--- config.mk ---
export PLATFORM = sky130hd
export DESIGN_NAME = controller_reader
export DESIGN_NICKNAME = d
export VERILOG_FILES = /design/src/rtl/controller_reader.sv
export SDC_FILE = /design/constraint.sdc
export NUM_CORES = 1
export LEC_CHECK = 0
export BUFFER_PORTS_ARGS = -buffer_cell sky130_fd_sc_hd__buf_2
export CORE_MARGIN = 1
export CORE_UTILIZATION = 45
export CTS_CLUSTER_SIZE = 24
export DETAILED_ROUTE_END_ITERATION = 8
export PLACE_DENSITY = 0.66
export SLEW_MARGIN = 30
export SYNTH_ARGS = -nofsm -noshare
export SYNTH_HDL_FRONTEND = slang
export SYNTH_SLANG_ARGS = --single-unit
--- constraint.sdc ---
create_clock -name clk -period 2.91 [get_ports clk]
set_clock_uncertainty 0.15 [all_clocks]
set_input_delay 0.1455 -clock clk [delete_from_list [all_inputs] [get_ports clk]]
set_output_delay 0.1455 -clock clk [all_outputs]
set_load 0.02 [all_outputs]
--- src/rtl/controller_reader.sv ---
// controller_reader: polls a latch/clock/data serial game-pad at a fixed rate
// and presents the debounced, active-high button state on controller_data.
// Pad data is active-low and shifted LSB first. Each frame takes
// 2*CLK_DIV*NUM_BUTTONS + 1 clk cycles from the latch rise to the valid pulse.
//
// Handshake: valid is a one-cycle, push-only pulse with no ready. controller_data
// and new_press are meaningful in the cycle where valid=1. controller_data then
// holds until the next pulse. new_press reads zero outside that cycle.
module controller_reader #(
    parameter int CLK_DIV     = 4,
    parameter int NUM_BUTTONS = 8,
    parameter int POLL_PERIOD = 100000
) (
    input  logic                   clk,
    input  logic                   rst,
    input  logic                   en,
    input  logic                   pad_data,
    output logic                   pad_latch,
    output logic                   pad_clk,
    output logic [31:0]            controller_data,
    output logic                   valid,
    output logic [NUM_BUTTONS-1:0] new_press
);

    localparam int DIV_W = $clog2(2 * CLK_DIV);
    localparam int IDX_W = (NUM_BUTTONS > 2) ? $clog2(NUM_BUTTONS) : 1;
    localparam int TMR_W = $clog2(POLL_PERIOD);

    localparam logic [DIV_W-1:0] LATCH_LAST = DIV_W'(2 * CLK_DIV - 1);
    localparam logic [DIV_W-1:0] HALF_LAST  = DIV_W'(CLK_DIV - 1);
    localparam logic [IDX_W-1:0] IDX_LAST   = IDX_W'(NUM_BUTTONS - 1);
    localparam logic [TMR_W-1:0] TMR_RELOAD = TMR_W'(POLL_PERIOD - 1);

    typedef enum logic [2:0] {
        IDLE     = 3'd0,
        LATCH    = 3'd1,
        SHIFT_HI = 3'd2,
        SHIFT_LO = 3'd3,
        DONE     = 3'd4
    } state_t;

    state_t                 state;
    logic [1:0]             sync;
    logic                   pad_bit;
    logic [TMR_W-1:0]       timer;
    logic [DIV_W-1:0]       div_cnt;
    logic [IDX_W-1:0]       bit_idx;
    logic [NUM_BUTTONS-1:0] shift_reg;
    logic [NUM_BUTTONS-1:0] prev;
    logic                   valid_q;
    logic [NUM_BUTTONS-1:0] new_press_q;

    // Two-flop synchroniser for the asynchronous pad line.
    // It idles at 1, the released level, and is frozen while en=0.
    always_ff @(posedge clk or negedge rst) begin
        if (!rst) begin
            sync <= 2'b11;
        end else if (en) begin
            sync <= {sync[0], pad_data};
        end
    end

    assign pad_bit = sync[1];

    // Frame sequencer: poll timer, latch pulse, pad clock, bit sampling, result update.
    always_ff @(posedge clk or negedge rst) begin
        if (!rst) begin
            state           <= IDLE;
            timer           <= '0;
            div_cnt         <= '0;
            bit_idx         <= '0;
            shift_reg       <= '1;
            prev            <= '0;
            pad_latch       <= 1'b0;
            pad_clk         <= 1'b0;
            controller_data <= '0;
            valid_q         <= 1'b0;
            new_press_q     <= '0;
        end else if (en) begin
            valid_q     <= 1'b0;
            new_press_q <= '0;
            // Outside IDLE the poll timer only counts down. A full frame is
            // shorter than POLL_PERIOD, so the timer never reaches 0 here.
            if (state != IDLE && timer != '0) begin
                timer <= timer - 1'b1;
            end
            case (state)
                IDLE: begin
                    if (timer == '0) begin
                        timer     <= TMR_RELOAD;
                        div_cnt   <= '0;
                        pad_latch <= 1'b1;
                        state     <= LATCH;
                    end else begin
                        timer <= timer - 1'b1;
                    end
                end
                LATCH: begin
                    if (div_cnt == LATCH_LAST) begin
                        shift_reg[0] <= pad_bit;
                        bit_idx      <= IDX_W'(1);
                        div_cnt      <= '0;
                        pad_latch    <= 1'b0;
                        pad_clk      <= 1'b1;
                        state        <= SHIFT_HI;
                    end else begin
                        div_cnt <= div_cnt + 1'b1;
                    end
                end
                SHIFT_HI: begin
                    if (div_cnt == HALF_LAST) begin
                        div_cnt <= '0;
                        pad_clk <= 1'b0;
                        state   <= SHIFT_LO;
                    end else begin
                        div_cnt <= div_cnt + 1'b1;
                    end
                end
                SHIFT_LO: begin
                    if (div_cnt == HALF_LAST) begin
                        div_cnt            <= '0;
                        shift_reg[bit_idx] <= pad_bit;
                        if (bit_idx == IDX_LAST) begin
                            state <= DONE;
                        end else begin
                            bit_idx <= bit_idx + 1'b1;
                            pad_clk <= 1'b1;
                            state   <= SHIFT_HI;
                        end
                    end else begin
                        div_cnt <= div_cnt + 1'b1;
                    end
                end
                DONE: begin
                    controller_data <= {{(32 - NUM_BUTTONS){1'b0}}, ~shift_reg};
                    new_press_q     <= ~shift_reg & ~prev;
                    prev            <= ~shift_reg;
                    valid_q         <= 1'b1;
                    state           <= IDLE;
                end
                default: begin
                    state <= IDLE;
                end
            endcase
        end
    end

    // Gating with en keeps a pulse from stretching across a stall.
    assign valid     = valid_q & en;
    assign new_press = new_press_q & {NUM_BUTTONS{en}};

endmodule

# == After elaboration in Yosys (flattened, before gate mapping) ==
# Index checks and enable logic that the tools add are counted.
# Widths: inputs -> output; s select.
# word_totals
n_memories,0
mem_bits_rw,0
wordCells,88
latchBits,0
rom_bits,0
out_inout_bits,43
in_bits,4
ff_bits,55
# classes
eq_ne,12
add_sub_neg,3
n_div,0
bitwise,5
magnitude_cmp,2
mux,33
n_reduce_logical,21
mul,0
n_shift,0
# ops
op,count
$mux 17,3
$mux 3,11
$logic_not 17->1,1
$reduce_bool 17->1,1
$sub 17x1->17 const B,1
$and 8x8->8,2
$not 8->8,2
$pmux 3 s4,1
$mux 1,10
$ne 2x2->1 const B,5
$reduce_and 5->1,2
$eq 3x2->1 const B,3
$eq 3x3->1 const B,3
$pmux 3 s3,1
$reduce_bool 3->1,3
$bwmux 8,1
$mux 8,1
$reduce_and 4->1,2
$add 3x1->3 const B,2
$pmux 3 s2,1
$reduce_and 3->1,2
$reduce_and 6->1,1
$reduce_bool 2->1,3
$lt 3x4->1 const B,1
10 further kinds,13

# == Depth between registers and ports, before layout ==
# depth
word_depth,7
depth_mapped,7
depth_no_buf,6

# == Least setup slack after synthesis ==
# Ideal clock, no wire load.
# synth_timing
path_kind,reg2reg
startpoint,register timer[0]
endpoint,register div_cnt[0]
setup_slack_ns,0.829
t_required_ns,2.635
synth_period_minus_slack_ns,2.081
path_stages_with_launch,7
setup_time_ns,0.125
n_path_buf,0
arrival_ns,1.806
path_cell_list,dfrtp_1 > inv_1 > ha_1 > nor4b_1 > nand4_2 > a21oi_4 > mux2_4
# synth_via
elab_chain_cells,3
# synth_rtl
item,line,source
from (decl),45,logic [TMR_W-1:0] timer;
from (signal assigned),85,timer <= timer - 1'b1;
from (signal assigned),95,timer <= timer - 1'b1;
$logic_not 17->1,89,if (timer == '0) begin
$ne 2x2->1 (no source line),n/a,
$reduce_and 3->1 (no source line),n/a,
to (signal assigned),107,div_cnt <= div_cnt + 1'b1;
to (signal assigned),116,div_cnt <= div_cnt + 1'b1;
to (signal assigned),131,div_cnt <= div_cnt + 1'b1;
to (decl),46,logic [DIV_W-1:0] div_cnt;
# Every way passes these cells.
# A chain may end at the register's enable or synchronous reset.

# == Final worst setup path ==
# Same ends and word-level chain as after synthesis.

==> reports/qor.yml <==
nFillCells: 602
cts_tree: "yes"
worstSetupPathType: "flop to flop"
gp_congestion: 0.8182
hpwl_um: 3962
end_kind: "flop"
setup_tns_ns: 0
drt_wl_total_um: 5606
violations: "DRC"
fin_cells: 396
grt_pass1_wl_um: 9880
start_util_pct: 47.23
path_clk_slew_ns: 0.10
crit_fanout: 10
drtIter0Drc: 149
insertion_delay_ns: 0.31
ff2ff_path_depth: 6
num-nets-final: 330
setup_viol: 0
io_pins: 47
min_path_cells: 2
synth_seq_cells: 55
syn_avg_cell_area_um2: 10.31
port_buffers: 22
worstMarginPinSlew_ns: 0.5846
dp_cells: 386
cts_sinks: 55
ant_nets: 0
maxCapViolations: 0
final_cell_mix: "45 x dfrtp_1, 24 x conb_1, 23 x nand2_1"
die_w_um: 84.34
crit_arrival_ns: 2.40
power.total_mw: 2.453
num_vias: 2116
syn_area_mm2: 0.003050
fin_crit_sh_pct: 81.01
yosys_warnings: 0
gr-usage-all-layers_pct: 17.50
synth_top_area_share_pct: 36.92
hold_path_startpoint: "en"
async_flop_share_pct: 100.0
post_synth_num_cell_types: 54
reg2reg_from: "timer[0]"
hold_viol: 0
antenna_found_initial: 0
cts.path.max_buffers: 2
n_antenna_cell: 0
p_per_area_mw_per_mm2: 758.8
status: "complete, but fails checks"
synth-seq-area-share_pct: 45.53
yosysTopAreaCell: "dfrtp_1"
area_growth_syn_to_layout_pct: 5.988
min_to: "new_press_q[2]"
vdd_ir_drop_max_uv: 322.6
ctsResizeCount: 0
r2r_slack_ns: 0.55
timing.rr.end: "div_cnt[0]"
fp-row-count: 29
vias_per_cell: 5.343
largest_reg_flops: 17
clock-root-buffer: "clkbuf_8"
yosys-top-cells-area: "dfrtp_1 37%, dfstp_2 8.6%, buf_4 6.2%"
grt-ovfl-total: 0
coreArea_mm2: 0.006459
first_global_vias: 2015
final_common_cell: "dfrtp_1"
rsz0062_at_grt: "false"
top_register: "timer"
slew_headroom_pct: 60.98
leakagePower_nw: 1.511
drive_gt1_share_pct: 22.57
period_minus_slack_ns: 2.357
start_kind: "flop"
timing.final.max_slew_violations: 0
grt_max_degree: 32
timing.fmax_mhz: 424.2
syn_inst: 296
drtPass1Iterations: 8
wl_per_cell_um: 14.16
die_h_um: 84.34
htree_levels: 2
drc: 9
final_core_util_pct: 50.06
dieArea_mm2: 0.007112
cts-buffers-inserted: 5
synth_edf_count: 0
ys.flop_type: "dfrtp_1"
required_ns: 2.96
holdCritPathClass: "input pin to flop"
-- Yosys cell counts, types with 7 or more instances --
cell,instances
a21oi_1,9
buf_4,25
clkbuf_1,8
dfrtp_1,45
dfstp_2,10
ha_1,8
inv_1,22
mux2_2,13
mux2i_1,7
nand2_1,23
nand3_1,14
nor2_1,21
o21ai_0,11
o32ai_1,9
-- metrics by stage --
| step | setup WS (ns) | cell area [um^2] | hold slack [ns] |
|---|---|---|---|
| floorplan | 0.8290 | 3137 | -0.3001 |
| global placement | 0.6603 | 3126 | 0.009151 |
| detailed placement | 0.5831 | 3126 | 0.02424 |
| CTS | 0.5509 | 3233 | 0.05724 |
| global route | 0.4286 | 3233 | 0.06844 |
| finish | 0.5526 | 3233 | 0.06533 |
-- where the power goes --
group,switching [mW],internal [mW],total (mW)
sequential,0.252,0.962,1.21
clock,0.251,0.170,0.421
combinational,0.471,0.348,0.818
total,0.974,1.48,2.45
-- worst max-delay path: stages (launching register included) --
cell and delay, ns:
dfrtp_1 0.42, inv_1 0.11, ha_1 0.22, nor4b_1 0.41, nand4_2 0.36, a21oi_4 0.27
mux2_4 0.31
-- layout make-up --
type / instances / area [um^2] / area share [%]
clock buffer: 5 / 68.82 / 2.128
clock inverter: 3 / 18.77 / 0.5805
inverter: 22 / 82.58 / 2.554
multi-input combinational: 207 / 1425 / 44.08
sequential: 55 / 1389 / 42.96
tap: 77 / 96.34 / 2.980
timing repair buffer: 27 / 152.6 / 4.721
-- worst max path at each step --
stage | startpoint | endpoint | cells past startpoint
5_1_grt | timer[0] | div_cnt[0] | 6
3_5_place_dp | timer[0] | div_cnt[0] | 6
2_1_floorplan | timer[0] | div_cnt[0] | 6
6_report | timer[0] | div_cnt[0] | 6
3_3_place_gp | timer[0] | div_cnt[0] | 6
4_1_cts | timer[0] | div_cnt[0] | 6
-- kinds of logic after synthesis --
family,after synthesis,synth area share [%]
flip-flops,55,45.53
multiplexers,21,7.588
buffers and inverters,57,10.58
AO/OA/AOI/OAI,51,11.94
AND/OR/NAND/NOR,98,19.52
other,1,0.1229
adder cells (fa/ha/maj),8,3.282
XOR/XNOR,5,1.436
-- routing by layer --
layer  share of wire, %  GRT usage, %
met1                 50         24.76
met2                 45         27.12
met3                3.8         2.753
met4                1.4         6.934
met5                  0             0
-- what timing repair did --
| action | in CTS | in global routing |
|---|---|---|
| buffers inserted | 0 | 0 |
| endpoints found under the hold margin | 22 | 0 |
| hold buffers | 2 | 0 |
Note: power is estimated with default switching activity, not from simulation.
